===== config.mk =====
export PLATFORM = sky130hd
export DESIGN_NAME = if_id_skid_reg_flat
export DESIGN_NICKNAME = d
export VERILOG_FILES = /design/src/rtl/cpu_pkg.sv /design/src/rtl/if_id_skid_reg_if.sv /design/src/rtl/pipe_skid_buf.sv /design/src/rtl/if_id_skid_reg.sv /design/src/flat_wrapper.sv
export SDC_FILE = /design/constraint.sdc
export NUM_CORES = 1
export LEC_CHECK = 0
export CORE_UTILIZATION = 55
export DETAILED_ROUTE_END_ITERATION = 12
export DONT_BUFFER_PORTS = 1
export PLACE_DENSITY = 0.76
export SLEW_MARGIN = 10
export SYNTH_ARGS = -nofsm -noshare
export SYNTH_HDL_FRONTEND = slang
export SYNTH_SLANG_ARGS = --single-unit

===== constraint.sdc =====
create_clock -name clk_i -period 12.1 [get_ports clk_i]
set_input_delay 2.42 -clock clk_i [delete_from_list [all_inputs] [get_ports clk_i]]
set_output_delay 2.42 -clock clk_i [all_outputs]
set_load 0.01 [all_outputs]

===== src/rtl/cpu_pkg.sv =====
// Shared CPU pipeline definitions: default widths, the NOP encoding and the stage payload.
// Latency: n/a (types and constants only).
// Backpressure: n/a.
package cpu_pkg;

    localparam int          DATA_W_DEF   = 32;
    localparam int          PC_W_DEF     = 32;
    localparam logic [31:0] NOP_INST_DEF = 32'h0000_0013;   // addi x0, x0, 0

    // Instruction plus its PC, as carried between pipeline stage registers.
    typedef struct packed {
        logic [DATA_W_DEF-1:0] inst;
        logic [PC_W_DEF-1:0]   pc;
    } if_id_t;

endpackage


===== src/rtl/if_id_skid_reg_if.sv =====
// Fetch-side and decode-side handshake bundle for the IF/ID stage register.
// Latency: n/a (wires only).
// Backpressure: ready_f_o toward fetch, ready_d_i from decode.
interface if_id_skid_reg_if
    import cpu_pkg::*;
#(
    parameter int DATA_W = DATA_W_DEF,
    parameter int PC_W   = PC_W_DEF
) ();

    logic [DATA_W-1:0] inst_f_i;
    logic [PC_W-1:0]   pc_f_i;
    logic              valid_f_i;
    logic              ready_f_o;
    logic [DATA_W-1:0] inst_d_o;
    logic [PC_W-1:0]   pc_d_o;
    logic              valid_d_o;
    logic              ready_d_i;

    // The stage register itself.
    modport slave (
        input  inst_f_i, pc_f_i, valid_f_i, ready_d_i,
        output ready_f_o, inst_d_o, pc_d_o, valid_d_o
    );

    // Whoever drives fetch data and consumes decode data.
    modport master (
        output inst_f_i, pc_f_i, valid_f_i, ready_d_i,
        input  ready_f_o, inst_d_o, pc_d_o, valid_d_o
    );

endinterface


===== src/rtl/pipe_skid_buf.sv =====
// Generic 2-entry valid/ready skid buffer (main entry drives the output, skid catches one extra).
// Latency: 1 cycle from accept to output when main is empty or draining.
// Backpressure: in_rdy_o is registered (= skid empty next cycle); no comb path out_rdy_i -> in_rdy_o.
module pipe_skid_buf #(
    parameter int W = 64
) (
    input  logic         clk_i,
    input  logic         rst_i,
    input  logic         flush_i,
    input  logic         in_vld_i,
    input  logic [W-1:0] in_dat_i,
    output logic         in_rdy_o,
    output logic         out_vld_o,
    output logic [W-1:0] out_dat_o,
    input  logic         out_rdy_i
);

    logic         m_v_q, m_v_d, s_v_q, s_v_d, rdy_q, rdy_d;
    logic [W-1:0] m_q, m_d, s_q, s_d;
    logic         acc, xfer;

    assign acc  = in_vld_i & rdy_q;
    assign xfer = m_v_q & out_rdy_i;

    // Next state: flush wins, then refill main (skid first to keep order), else park input in skid.
    always_comb begin
        m_v_d = m_v_q;
        s_v_d = s_v_q;
        m_d   = m_q;
        s_d   = s_q;
        if (flush_i) begin
            m_v_d = 1'b0;
            s_v_d = 1'b0;
        end else if (!m_v_q || xfer) begin
            if (s_v_q) begin
                m_d   = s_q;
                m_v_d = 1'b1;
                s_v_d = 1'b0;
            end else if (acc) begin
                m_d   = in_dat_i;
                m_v_d = 1'b1;
            end else begin
                m_v_d = 1'b0;
            end
        end else if (acc) begin
            s_d   = in_dat_i;
            s_v_d = 1'b1;
        end
        rdy_d = !s_v_d;
    end

    // Entry storage and the registered ready.
    always_ff @(posedge clk_i or posedge rst_i) begin
        if (rst_i) begin
            m_v_q <= 1'b0;
            s_v_q <= 1'b0;
            rdy_q <= 1'b1;
            m_q   <= '0;
            s_q   <= '0;
        end else begin
            m_v_q <= m_v_d;
            s_v_q <= s_v_d;
            rdy_q <= rdy_d;
            m_q   <= m_d;
            s_q   <= s_d;
        end
    end

    assign in_rdy_o  = rdy_q;
    assign out_vld_o = m_v_q;
    assign out_dat_o = m_q;

endmodule


===== src/rtl/if_id_skid_reg.sv =====
// IF/ID stage register: skid-buffered {inst, pc} with NOP substitution, flush and optional stall counter.
// Latency: 1 cycle fetch -> decode; sustains 1 instr/cycle. Optional macro: IF_ID_STALL_CNT_EN.
// Backpressure: ready_f_o registered, drops only once the skid entry is occupied.
module if_id_skid_reg
    import cpu_pkg::*;
#(
    parameter int                DATA_W   = DATA_W_DEF,
    parameter int                PC_W     = PC_W_DEF,
    parameter logic [DATA_W-1:0] NOP_INST = NOP_INST_DEF[DATA_W-1:0]
`ifdef IF_ID_STALL_CNT_EN
    ,
    parameter int                CNT_W    = 16
`endif
) (
    input  logic               clk_i,
    input  logic               rst_i,
    input  logic               flush_i,
    if_id_skid_reg_if.slave    bus
`ifdef IF_ID_STALL_CNT_EN
    ,
    output logic [CNT_W-1:0]   stall_cnt_o
`endif
);

    localparam int PW = DATA_W + PC_W;

    logic [PW-1:0] out_dat;
    logic          out_vld;

    pipe_skid_buf #(.W(PW)) u_skid (
        .clk_i     (clk_i),
        .rst_i     (rst_i),
        .flush_i   (flush_i),
        .in_vld_i  (bus.valid_f_i),
        .in_dat_i  ({bus.inst_f_i, bus.pc_f_i}),
        .in_rdy_o  (bus.ready_f_o),
        .out_vld_o (out_vld),
        .out_dat_o (out_dat),
        .out_rdy_i (bus.ready_d_i)
    );

    // Decode sees a NOP and zero PC whenever nothing valid is held.
    assign bus.valid_d_o = out_vld;
    assign bus.inst_d_o  = out_vld ? out_dat[PW-1:PC_W] : NOP_INST;
    assign bus.pc_d_o    = out_vld ? out_dat[PC_W-1:0]  : '0;

`ifdef IF_ID_STALL_CNT_EN
    logic [CNT_W-1:0] cnt_q, cnt_d;

    // Count decode stalls with a valid instruction waiting; saturate, survive flush.
    always_comb begin
        cnt_d = cnt_q;
        if (out_vld && !bus.ready_d_i && (cnt_q != {CNT_W{1'b1}}))
            cnt_d = cnt_q + 1'b1;
    end

    // Stall counter register, cleared by reset only.
    always_ff @(posedge clk_i or posedge rst_i) begin
        if (rst_i) cnt_q <= '0;
        else       cnt_q <= cnt_d;
    end

    assign stall_cnt_o = cnt_q;
`endif

endmodule


===== src/flat_wrapper.sv =====
// flat-port wrapper written by rule: the top's interface ports become plain ports
module if_id_skid_reg_flat import cpu_pkg::*;
#(
    parameter int                DATA_W   = DATA_W_DEF,
    parameter int                PC_W     = PC_W_DEF,
    parameter logic [DATA_W-1:0] NOP_INST = NOP_INST_DEF[DATA_W-1:0]

)
  (clk_i, rst_i, flush_i, bus_inst_f_i, bus_pc_f_i, bus_valid_f_i, bus_ready_d_i, bus_ready_f_o, bus_inst_d_o, bus_pc_d_o, bus_valid_d_o);
  if_id_skid_reg_if #(.DATA_W(DATA_W), .PC_W(PC_W)) bus_i ();
  input  logic clk_i;
  input  logic rst_i;
  input  logic flush_i;
  input wire logic [$bits(bus_i.inst_f_i)-1:0] bus_inst_f_i;
  input wire logic [$bits(bus_i.pc_f_i)-1:0] bus_pc_f_i;
  input wire logic [$bits(bus_i.valid_f_i)-1:0] bus_valid_f_i;
  input wire logic [$bits(bus_i.ready_d_i)-1:0] bus_ready_d_i;
  output wire logic [$bits(bus_i.ready_f_o)-1:0] bus_ready_f_o;
  output wire logic [$bits(bus_i.inst_d_o)-1:0] bus_inst_d_o;
  output wire logic [$bits(bus_i.pc_d_o)-1:0] bus_pc_d_o;
  output wire logic [$bits(bus_i.valid_d_o)-1:0] bus_valid_d_o;
  assign bus_i.inst_f_i = bus_inst_f_i;
  assign bus_i.pc_f_i = bus_pc_f_i;
  assign bus_i.valid_f_i = bus_valid_f_i;
  assign bus_i.ready_d_i = bus_ready_d_i;
  assign bus_ready_f_o = bus_i.ready_f_o;
  assign bus_inst_d_o = bus_i.inst_d_o;
  assign bus_pc_d_o = bus_i.pc_d_o;
  assign bus_valid_d_o = bus_i.valid_d_o;
  if_id_skid_reg #(.DATA_W(DATA_W), .PC_W(PC_W), .NOP_INST(NOP_INST)) u_core (.clk_i(clk_i), .rst_i(rst_i), .flush_i(flush_i), .bus(bus_i));
endmodule

==> summary.md <==
| Metric | Value |
|---|---|
| Startpoint Class | `input pin` |
| First-pass GRT wire length | `18170 um` |
| Final-report max-slew violation count | `0` |
| Post-Syn Nets | `493` |
| Most frequent cells in the layout | `mux2_2 (132), dfrtp_1 (128), and2_1 (61)` |
| Max-cap violation count | `0` |
| Post-route cell area | `0.007000 sq mm` |
| Routed vias | `3256` |
| Routed WL per cell | `19.80 um` |
| Vias in the first global route | `3579` |
| Leak Pwr | `3.020 nW` |
| Critical Path AT | `4.49 ns` |
| Register area share after synthesis | `51.57%` |
| Gr ovfl total | `0` |
| Most common cell after layout, fill and taps aside | `mux2_2` |
| Fin. Hold Viols | `0` |
| Synth Cell Area | `0.006359 sq mm` |
| TritonCTS buffer count | `17` |
| Number of port buffers | `0` |
| CTS tree | `yes` |
| Final setup skew | `0.005900 ns` |
| # DRC | `0` |
| Routability cong. | `0.7020` |
| ANT cells | `0` |
| Post-cts sizing count | `0` |
| Worst slew margin | `35.11%` |
| Synth unique cells | `19` |
| CP max stage delay | `0.67 ns` |
| Die area | `0.01199 sq mm` |
| Hold buffers post-CTS | `0` |
| Initial antenna violation count | `0` |
| Worst-margin pin slew | `0.9734 ns` |
| Critical path class | `input pin to flop` |
| Peak supply drop | `0.1568 mV` |
| Worst Hold Launch | `u_core.u_skid.out_dat_o[21]` |
| Number of synthesized register bits | `131` |
| Req. time, crit path | `12.40 ns` |
| Via density | `5.672` |
| Prevailing post-synth register cell | `dfrtp_1` |
| Synth warnings | `0` |
| Share of post-route cells with drive strength above 1 | `54.61%` |
| Die outline width | `109.5 um` |
| Pin count of the biggest net entering global routing | `76` |
| Die Y | `109.5 um` |
| Clock Latency Late Sink | `0.42 ns` |
| Hold WC Path Type | `flop to flop` |
| Critical Path Sink Type | `flop` |
| Drt total wl | `11370 um` |
| Reg-to-Reg End | `u_core.u_skid.s_q[38]` |
| FF-to-FF Start | `u_core.u_skid.out_vld_o` |
| CTS Buffer Depth | `2` |
| Worst Hold End | `u_core.u_skid.out_dat_o[21]` |
| Reg2Reg Depth | `4` |
| DP HPWL | `6898 um` |
| Clock root buffer master | `clkbuf_16` |
| Fmax achieved | `238.6 MHz` |
| Post-CTS Setup Repair Bufs | `0` |
| WP buf/inv | `1` |
| Cells after synthesis | `424` |
| Post-synthesis area per instance | `15.00 sq um` |
| Hold path cells | `1` |
| Max FO, Critical Path | `36` |
| Core Area | `0.01103 sq mm` |
| Pre-antenna DRT Iters | `3` |
| Gr usage total | `20.64%` |
| Sink Count | `131` |
| Crit path time final | `4.190 ns` |
| Final #Nets | `490` |
| Placement Cell Area | `0.006365 sq mm` |
| Starting Density | `57.65%` |
| TNS Setup | `0 ns` |
| Critical-path cell list | `or3b_4, nor2_8, buf_4, mux2_2` |
| I/O Pins | `135` |
| Asr flop ratio synth | `100.0%` |
| Worst hold margin | `0.4971 ns` |
| EDFF count, synth | `0` |
| Outcome | `completed` |
| RSZ-0062 raised after global routing | `false` |
| H-tree depth | `4` |
| Fin crit share | `34.63%` |
| Total power per unit cell area | `194.4 mW/mm^2` |
| CP max stage cell | `buf_4` |
| DRT iter0 DRCs | `156` |
| Area Growth Syn to Fin | `10.09%` |
| Final setup fails | `0` |
| Routed Antenna Nets | `0` |
| Worst-path clk slew | `0.06 ns` |
| Rows | `38` |
| Flop2flop setup slack | `8.82 ns` |
| Delay-heaviest family, CP | `simple AND/OR/NAND/NOR gates` |
## layout make-up
cell class / count / area (sq um)
clock inverters: 13 / 182.7
repair buffers: 4 / 30.03
flip-flops and latches: 131 / 3282
well taps: 140 / 175.2
multi-input cells: 265 / 2868
inverters: 2 / 10.01
clock buffers: 19 / 452.9
fillers: 820 / 4030
## worst max-delay path by stage
stage / from / to / slack, ns / cells past startpoint
global placement: flush_i / u_core.u_skid.s_q[38] / 7.49 / 4
CTS: u_core.u_skid.out_vld_o / bus_inst_d_o[23] / 7.88 / 1
finish: flush_i / u_core.u_skid.s_q[38] / 7.91 / 4
detailed placement: flush_i / u_core.u_skid.s_q[38] / 7.47 / 4
floorplan: rst_i / u_core.u_skid.out_dat_o[0] / 6.18 / 1
global route: u_core.u_skid.out_vld_o / bus_inst_d_o[14] / 7.75 / 1
## kinds of logic after synthesis
kind of cell | share of synthesized area (%)
AO/OA/AOI/OAI | 0.07863
buffers and inverters | 3.326
flip-flops | 51.57
multiplexers | 37.54
AND/OR/NAND/NOR | 7.478
## power by group
group | internal (mW) | switching (mW) | total, mW
Sequential | 0.546 | 0.0606 | 0.607
Combinational | 0.140 | 0.0687 | 0.209
Clock | 0.355 | 0.190 | 0.545
Total | 1.04 | 0.320 | 1.36
## registers in the layout (all words and copies together), names as in the netlist
name and flops:
u_core.u_skid.out_dat_o 64, u_core.u_skid.s_q 64, u_core.u_skid.in_rdy_o 1, u_core.u_skid.out_vld_o 1, u_core.u_skid.s_v_q 1
## cell usage after synthesis (all sizes together) (2+ instances only)
cell	count	share of area [%]
and2	61	6.0
buf	19	2.8
clkbuf	7	0.41
dfrtp	130	51
inv	2	0.12
mux2	192	38
nand2	2	0.12
nand2b	3	0.30
## per-stage QoR
step / power (mW) / util [%] / worst slack (ns) / cells
after floorplan: 0.7826 / - / 6.184 / 424
final: 1.361 / 63.46 / 7.910 / 574
after global placement: 0.8090 / 57.70 / 7.493 / 542
after CTS: 1.377 / 63.46 / 7.883 / 574
after detailed placement: 0.8227 / 57.70 / 7.466 / 542
after global routing: 1.430 / 63.46 / 7.748 / 574
## metal layers
metal  vias up  global-route usage [%]  routed length, um  part of all wire, %
li1       1468                       -                  -                    -
met1      1678                   25.42               5000                   44
met2       101                   31.99               5340                   47
met3         9                   9.010                931                  8.2
met4         0                   8.000                 93                 0.82
met5         -                       0                  0                    0
Power figures use the tool's default switching activity.
